<file path="src/rtl/blackjack_auto_player.sv">
// Threshold-strategy auto player for the blackJack core: plays one hand per start and keeps saturating tallies.
// Optional build macro PLAYER_DEALER_AWARE_EN also stands on 12..STAND_AT-1 against a dealer showing 2..6.
module blackjack_auto_player #(
  parameter int unsigned STAND_AT       = 17,
  parameter int unsigned SETTLE_CYCLES  = 4,
  parameter int unsigned MAX_HITS       = 11,
  parameter int unsigned TIMEOUT_CYCLES = 64,
  parameter int unsigned TALLY_W        = 8
) (
  input  logic               clk,
  input  logic               reset,
  input  logic               start,
  input  logic [7:0]         player_score,
  input  logic [7:0]         dealer_score,
  input  logic               win,
  input  logic               lose,
  input  logic               tie,
  output logic               hit,
  output logic               stay,
  output logic               busy,
  output logic               done,
  output logic [1:0]         result,
  output logic [TALLY_W-1:0] games_won,
  output logic [TALLY_W-1:0] games_lost,
  output logic [TALLY_W-1:0] games_tied
);

  localparam int unsigned SW = (SETTLE_CYCLES  < 1) ? 1 : $clog2(SETTLE_CYCLES + 1);
  localparam int unsigned HW = (MAX_HITS       < 1) ? 1 : $clog2(MAX_HITS + 1);
  localparam int unsigned TW = (TIMEOUT_CYCLES < 1) ? 1 : $clog2(TIMEOUT_CYCLES + 1);

  localparam logic [SW-1:0] SETTLE_INIT = SW'(SETTLE_CYCLES);
  localparam logic [HW-1:0] HIT_LIMIT   = HW'(MAX_HITS);
  localparam logic [TW-1:0] TMO_LIMIT   = TW'(TIMEOUT_CYCLES);
  localparam logic [7:0]    STAND_B     = 8'(STAND_AT);

  localparam logic [1:0] RES_TIMEOUT = 2'b00;
  localparam logic [1:0] RES_WIN     = 2'b01;
  localparam logic [1:0] RES_LOSE    = 2'b10;
  localparam logic [1:0] RES_TIE     = 2'b11;

  typedef enum logic [2:0] {
    IDLE,
    SETTLE,
    DECIDE,
    HIT_S,
    STAND,
    RECORD
  } state_t;

  state_t state, state_d;

  logic [SW-1:0]      settle_cnt, settle_cnt_d;
  logic [HW-1:0]      hit_cnt, hit_cnt_d;
  logic [TW-1:0]      tmo_cnt, tmo_cnt_d;
  logic [1:0]         outcome, outcome_d;
  logic               hit_d, stay_d, busy_d, done_d;
  logic [1:0]         result_d;
  logic [TALLY_W-1:0] won_d, lost_d, tied_d;
  logic               stand_now;

`ifdef PLAYER_DEALER_AWARE_EN
  logic dealer_weak;
  always_comb begin
    dealer_weak = (player_score >= 8'd12) && (player_score < STAND_B) &&
                  (dealer_score >= 8'd2)  && (dealer_score <= 8'd6);
  end
`else
  logic unused_dealer;
  always_comb unused_dealer = ^dealer_score;
`endif

  always_comb begin
    stand_now = (player_score >= STAND_B) || (player_score > 8'd21) || (hit_cnt == HIT_LIMIT);
`ifdef PLAYER_DEALER_AWARE_EN
    stand_now = stand_now || dealer_weak;
`endif
  end

  always_comb begin
    state_d      = state;
    settle_cnt_d = settle_cnt;
    hit_cnt_d    = hit_cnt;
    tmo_cnt_d    = tmo_cnt;
    outcome_d    = outcome;
    result_d     = result;
    won_d        = games_won;
    lost_d       = games_lost;
    tied_d       = games_tied;

    case (state)
      IDLE: begin
        if (start) begin
          settle_cnt_d = SETTLE_INIT;
          state_d      = SETTLE;
        end
      end
      SETTLE: begin
        settle_cnt_d = settle_cnt - SW'(1);
        if (settle_cnt <= SW'(1)) state_d = DECIDE;
      end
      DECIDE: begin
        state_d = stand_now ? STAND : HIT_S;
      end
      HIT_S: begin
        hit_cnt_d    = hit_cnt + HW'(1);
        settle_cnt_d = SETTLE_INIT;
        state_d      = SETTLE;
      end
      STAND: begin
        if (lose) begin
          outcome_d = RES_LOSE;
          state_d   = RECORD;
        end else if (win) begin
          outcome_d = RES_WIN;
          state_d   = RECORD;
        end else if (tie) begin
          outcome_d = RES_TIE;
          state_d   = RECORD;
        end else if (tmo_cnt == TMO_LIMIT) begin
          outcome_d = RES_TIMEOUT;
          state_d   = RECORD;
        end else begin
          tmo_cnt_d = tmo_cnt + TW'(1);
        end
      end
      RECORD: begin
        result_d  = outcome;
        hit_cnt_d = '0;
        tmo_cnt_d = '0;
        state_d   = IDLE;
        case (outcome)
          RES_WIN:  if (games_won  != '1) won_d  = games_won  + TALLY_W'(1);
          RES_LOSE: if (games_lost != '1) lost_d = games_lost + TALLY_W'(1);
          RES_TIE:  if (games_tied != '1) tied_d = games_tied + TALLY_W'(1);
          default:  ;
        endcase
      end
      default: state_d = IDLE;
    endcase

    // hit/stay/done follow the state one cycle later; busy also rises on the accepting edge
    hit_d  = (state == HIT_S);
    stay_d = (state == STAND);
    done_d = (state == RECORD);
    busy_d = (state != IDLE) || (state_d != IDLE);
  end

  always_ff @(posedge clk or negedge reset) begin
    if (!reset) begin
      state      <= IDLE;
      settle_cnt <= '0;
      hit_cnt    <= '0;
      tmo_cnt    <= '0;
      outcome    <= '0;
      hit        <= 1'b0;
      stay       <= 1'b0;
      busy       <= 1'b0;
      done       <= 1'b0;
      result     <= '0;
      games_won  <= '0;
      games_lost <= '0;
      games_tied <= '0;
    end else begin
      state      <= state_d;
      settle_cnt <= settle_cnt_d;
      hit_cnt    <= hit_cnt_d;
      tmo_cnt    <= tmo_cnt_d;
      outcome    <= outcome_d;
      hit        <= hit_d;
      stay       <= stay_d;
      busy       <= busy_d;
      done       <= done_d;
      result     <= result_d;
      games_won  <= won_d;
      games_lost <= lost_d;
      games_tied <= tied_d;
    end
  end

endmodule
</file>
<file path="config.mk">
export PLATFORM = sky130hd
export DESIGN_NAME = blackjack_auto_player
export DESIGN_NICKNAME = d
export VERILOG_FILES = /design/src/rtl/blackjack_auto_player.sv
export SDC_FILE = /design/constraint.sdc
export NUM_CORES = 1
export LEC_CHECK = 0
export ABC_AREA = 1
export CORE_MARGIN = 2
export CORE_UTILIZATION = 47
export DETAILED_ROUTE_END_ITERATION = 16
export GPL_ROUTABILITY_DRIVEN = 0
export PLACE_DENSITY = 0.77
export SLEW_MARGIN = 40
export SYNTH_ARGS = -nofsm -noshare
export SYNTH_HDL_FRONTEND = slang
export SYNTH_SLANG_ARGS = --single-unit
</file>
<file path="constraint.sdc">
create_clock -name clk -period 1.25 [get_ports clk]
set_input_delay 0.125 -clock clk [delete_from_list [all_inputs] [get_ports clk]]
set_output_delay 0.125 -clock clk [all_outputs]
set_load 0.01 [all_outputs]
</file>
==> Yosys cells after proc, flatten, opt, wreduce, memory -nomap -nowiden <==
Index checks and enable logic that the tools add are counted.
{ "word_totals": {"reg_bits": 49, "latchBits": 0, "ram_bits": 0, "rom_bits": 0, "input_bits": 22, "wordCells": 76, "n_memories": 0} }
{ "classes": {"addsub": 6, "mul": 0, "div": 0, "magnitude_cmp": 3, "eq_ne": 18, "shift": 0, "mux": 20, "n_bitwise": 0, "n_reduce_logical": 16} }
{ "op_table": {"columns": ["cell", "count"], "rows": [
  ["2-to-1 mux 7 bit", 4],
  ["adder 8 x 1 -> 8 bit (second input constant)", 3],
  ["2-to-1 mux 3 bit", 8],
  ["inequality test 8 bit (second input constant)", 3],
  ["one-hot mux 3 bit (5 select lines)", 1],
  ["one-hot mux 7 bit (2 select lines)", 1],
  ["inequality test 2 bit (second input constant)", 5],
  ["one-hot mux 3 bit (3 select lines)", 1],
  ["AND reduction 3 bit", 3],
  ["nonzero test 3 bit", 3],
  ["greater-or-equal comparator 8 x 5 -> 1 bit (second input constant)", 1],
  ["greater-than comparator 8 x 5 -> 1 bit (second input constant)", 1],
  ["2-to-1 mux 2 bit", 4],
  ["one-hot mux 4 bit (2 select lines)", 1],
  ["adder 7 x 1 -> 7 bit (second input constant)", 1],
  ["equality test 7 bit (second input constant)", 1],
  ["equality test 3 x 2 -> 1 bit (second input constant)", 2],
  ["equality test 3 bit (second input constant)", 2],
  ["AND reduction 5 bit", 1],
  ["adder 4 x 1 -> 4 bit (second input constant)", 1],
  ["equality test 2 bit (second input constant)", 2],
  ["equality test 4 bit (second input constant)", 1],
  ["AND reduction 2 bit", 2],
  ["nonzero test 2 bit", 2],
  ["7 further kinds", 9]
]} }

==> Logic depth before layout (Yosys ltp) <==
{ "logic_depth": {"word_depth": 8, "ltp_mapped": 8, "mapped_depth_nobuf": 8} }

==> Least setup slack after synthesis <==
OpenSTA, ideal clock, no wires.
{ "synth_path": {"path_type": "reg2reg", "startpoint": "register games_won[0]", "endpoint": "register games_won[7]", "setup_ns": 0.126, "arrival_ns": 1.219, "t_required_ns": 1.124, "setup_slack_ns": -0.095, "path_stages_with_launch": 9, "n_path_buf": 0, "synth_period_minus_slack_ns": 1.345, "path_cell_list": "dfrtp_1 > ha_1 > inv_1 > nor2_2 > nand2_1 > nand3_4 > inv_2 > nand2_1 > o21ai_0"} }
{ "synth_between": {"elab_chain_cells": 2, "word_cells_on_any_way": 3, "classes_between": "1 x add/sub; 1 x eq/ne; 1 x reduce/logical"} }
{ "synth_lines": {"columns": ["item", "line_no", "rtl"], "rows": [
  ["from (decl)", "23", "output logic [TALLY_W-1:0] games_won,"],
  ["from (signal assigned)", "175", "games_won <= won_d;"],
  ["branches (longest 2 deep; another with adder 8 x 1 -> 8 bit)", null, null]
]} }
Parallel ways; which one is timed is not known.
A chain may end at the register's enable or synchronous reset.

==> Final worst setup path <==
{ "layout_path": {"startpoint": "register state[1]", "endpoint": "register games_tied[5]"} }
{ "layout_between": {"elab_chain_cells": 2} }
{ "layout_lines": {"columns": ["item", "line_no", "rtl"], "rows": [
  ["from (decl)", "51", "state_t state, state_d;"],
  ["from (signal assigned)", "165", "state <= state_d;"],
  ["equality test 3 bit", "91", "case (state)"],
  ["AND reduction 3 bit (no source line)", null, null],
  ["to (signal assigned)", "177", "games_tied <= tied_d;"],
  ["to (decl)", "25", "output logic [TALLY_W-1:0] games_tied"]
]} }
No other way between the ends.

==> results.md <==
Timing:
- For the pin with the worst max-slew slack, the measured transition is roughly 410 ps.
- Of the available clock period, the critical path in the final layout requires 116%.
- On the final layout, the worst clock skew is around 6.8 ps.
- Setup slack on the critical path of the routed design comes to -197 ps.
- The hold violation count in the final report is 0.
- The sum of negative setup slack is -3780 ps.
- Based on the critical path, the design can be clocked at up to between 600 and 700 MHz.
- Subtracting the final worst setup slack from the clock period gives 1450 ps.
- The relative slew slack is between 70 and 80%.
- The number of max-slew violations in the final report came to 0.
- Setup violations remaining at the end of the flow were counted as 41.
- Setup repair after global routing could not meet its margin everywhere.

Yosys:
- The number of distinct library cells after synthesis is 23.
- The commonest cells after synthesis are 116 x nand2_1, 49 x dfrtp_1, 38 x inv_1.
- The synthesized design contains 49 register bits.
- Measured against the total synthesized area, the mux share comes to 0%.
- The post-synth net total is ~370.
- The post-synthesis share of cell area spent on full adders, half adders and majority gates is around 3.8%.
- In the synthesized netlist the dominant register cell turns out to be dfrtp_1.
- The post-synthesis share of cell area spent on and, or, nand and nor gates is about a third.
- The cell area that synthesis handed to floorplanning was 2650 um^2.
- Of all cell types, the one taking the most synthesized area is dfrtp_1.
- The share of the yosys chip area belonging to registers is 46.2%.
- Of all flip-flops after synthesis, the portion carrying an async set or reset was 100%.
- The instance count of the mapped netlist is 339.
- The synthesized-area fraction occupied by xor and xnor cells is about 6.3%.
- The mean post-synth cell area is about 7.8 um^2.
- The synthesized design contains 0 enable-type register cells.
- The most common cell in the synthesized netlist is nand2_1.
- The synthesized-area fraction occupied by ao, oa, aoi and oai cells is under 10%.
- Ranked by total cell area, the synthesized netlist is headed by dfrtp_1 46%, nand2_1 16%, inv_1 5.4%.
- The Yosys step of the flow raised 0 warnings.
- The top-area cell type share of the netlist area is a little under half.
- By area, the combinational part of the netlist is dominated by simple AND/OR/NAND/NOR gates.

Status:
- The flow ran to the end, but the final reports show violations.
- The final reports fail on setup timing.

Floorplan:
- The area of the die is around 6300 um^2.
- The floorplan has 27 rows.
- The initial utilization of the core area, before any placement, comes to slightly below 50%.
- The top-level port count is 52.
- The core region is about 5500 um^2.
- The y dimension of the die is between 70 and 80 um.
- In this run the horizontal extent of the chip is slightly below 80 um.

Critical path:
- On the worst path, the slowest cell contributes a delay of 430 ps.
- The sum of buffers and inverters on the critical path is 1.
- In this run the worst path has a maximum fanout of 6.
- The worst setup path is of the reg -> reg kind.
- The cell class contributing the biggest share of worst-path delay is simple AND/OR/NAND/NOR gates.
- The largest individual stage delay along the critical path comes from the cell dfrtp_1.
- For flop-to-flop paths, the worst setup slack is -200 ps.
- The most common cell type on the critical path is nor2_4.
- STA puts the critical path data required time at approximately 1500 ps.
- The category of the worst setup path launch point is a register.
- The data arrival time of the critical path is 1660 ps.
- STA classifies the critical path endpoint as a register.
- Traced cell by cell, the critical path runs through inv_2 -> nand3_4 -> nor2_4 -> nand2_2 -> nor2_4 -> nand2_1 -> o21ai_1.

Clocking:
- CTS built an H-tree with a depth of 2.
- For the worst-skew pair, the clock arrives at the later sink with an insertion delay of a little over 300 ps.
- Counting the buffers created by CTS gives 5.
- The clock drives 49 sinks.
- The tree is rooted in a clkbuf_8.
- No sink is reached through more buffers than the 2 on the longest clock path.
- The clock slew seen by the registers of the worst setup and hold paths is roughly 90 ps.
- The clock tree from TritonCTS is yes.

Final layout:
- The number of antenna diodes in the final layout is 0.
- From synthesis to final layout, the design area changed by 57.6%.
- The net count of the finished layout is 488.
- The layout has 360 filler cells.
- In the final layout, the share of cells above drive strength 1 is 37.5%.
- The design area is about 4200 um^2.
- The core utilization of the finished layout is between 70 and 80%.

Placed design:
- Port buffering added 43 buffers.
- After detailed placement, the total cell area comes to approximately 3500 um^2.
- The half-perimeter wire length of the detailed placement result is roughly 4300 um.

Run:
- Across the run, the number of max-cap violations was 0.

Power and ir drop:
- Across the VDD grid, the largest voltage drop is approximately 770 uV.
- For this design the static power due to leakage is ~2.1 nW.
- The power per cell area is about 1400 nW/um^2.
- The total design power is ~5.8 mW.

GRT:
- In the global route stage, overall resource usage came out at 20.8%.
- The number of global-route vias before repair is 2,515.
- The first global-routing pass estimated ~10,000 um of wire.
- The initial antenna violation count came to 0.
- The largest net degree at the start of global routing is 32.
- The overall overflow remaining after global route is 0.

Routing:
- The count of vias placed by the detailed router is 2,741.
- The pre-antenna-repair detailed-routing pass consisted of 4 iterations.
- The wire length after detailed routing is between 7000 and 8000 um.
- The count of antenna-violating nets left after detailed routing is 0.
- In this run, the number of DRC markers left after iteration 0 of detailed routing was 110.
- Dividing the detail-routed via count by the number of cells gives about 5.2.
- The residual DRC count is 0.
- In the final routed layout, each cell accounts on average for 14.6 um.

Worst hold path:
- In this run the worst hold path is classified as in -> async.
kinds of logic (layout without fill, tap and decap cells):
logic type | count (synthesis) | after routing
buffers and inverters | 42 | 162
and+or+nand+nor | 191 | 191
DFF | 49 | 49
xor gates and xnor gates | 19 | 19
adders and majority gates | 8 | 8
AOI/OAI and AO/OA | 30 | 30
per-layer routing:
| layer | vias up | wire length [um] | global-route usage [%] | share of wire, % |
|---|---|---|---|---|
| met1 | 1337 | 3150 | 23.2 | 41 |
| met2 | 67 | 4030 | 38.5 | 52 |
| met3 | 24 | 290 | 4.32 | 3.8 |
| met4 | 0 | 256 | 7.93 | 3.3 |
| met5 | - | 0 | 0 | 0 |
| li1 | 1313 | - | - | - |
registers in the layout, summed over array words and instances (netlist names):
name	count
hit_cnt	4
result	2
games_lost	8
games_won	8
stay	1
games_tied	8
done	1
busy	1
hit	1
settle_cnt	3
outcome	2
state	3
tmo_cnt	7
tightest hold or removal path: stages:
cell and delay (ps):
dlygate4sd3_1 520, buf_2 110, buf_4 250
placed cells by master (no fill, tap or decap), drive strengths merged:
cell	count
nand3	32
nand4	6
clkdlybuf4s50	12
bufinv	1
nand2	117
dfrtp	49
nor2	32
nor3	3
inv	41
xor2	6
xnor2	13
o22ai	2
clkdlybuf4s15	2
buf	72
and2	1
ha	8
a21oi	4
dlygate4sd2	24
dlygate4sd3	1
clkbuf	9
o21ai	23
a22o	1
worst paths after layout:
path / startpoint / end / cells after the start
hold reg to reg: outcome[1]$_DFFE_PN0P_ / outcome[1]$_DFFE_PN0P_ / 2
hold / removal: reset / hit_cnt[1]$_DFFE_PN0P_ / 3
min in group clk: outcome[1]$_DFFE_PN0P_ / outcome[1]$_DFFE_PN0P_ / 2
setup / recovery: state[1]$_DFF_PN0_ / games_tied[5]$_DFFE_PN0P_ / 7
max in group asynchronous: reset / games_tied[2]$_DFFE_PN0P_ / 3
setup reg to reg: state[1]$_DFF_PN0_ / games_tied[5]$_DFFE_PN0P_ / 7
repair_timing:
item | in CTS | in global routing
buffers inserted | 20 | 18
endpoints found under the setup margin | 56 | 40
hold endpoints to repair | 49 | 0
pin swaps | 10 | 31
resized for setup | 68 | 89
hold buffers | 1 | 0
layout make-up:
class,count,area [um^2],area share [%]
multi-input cells,248,1590,38.1
clock buffers,7,86.3,2.07
clock inverters,1,30.0,0.718
inverters,41,164,3.92
well taps,72,90.1,2.16
repair buffers,113,982,23.5
flip-flops and latches,49,1230,29.5
power breakdown:
group | switching, mW | internal [mW]
Sequential | 0.268 | 1.88
Combinational | 1.28 | 1.11
Clock | 0.565 | 0.654
Total | 2.11 | 3.64
through the flow:
| stage | hold WS (ps) | std cells | setup slack (ps) |
|---|---|---|---|
| 6_report | 300 | 531 | -197 |
| 5_1_grt | 342 | 531 | -270 |
| 4_1_cts | 314 | 514 | -71.1 |
| 3_5_place_dp | 110 | 485 | -204 |
| 3_3_place_gp | 107 | 485 | -138 |
| 2_1_floorplan | -171 | 339 | -10.2 |
Note: power is estimated with default switching activity, not from simulation.
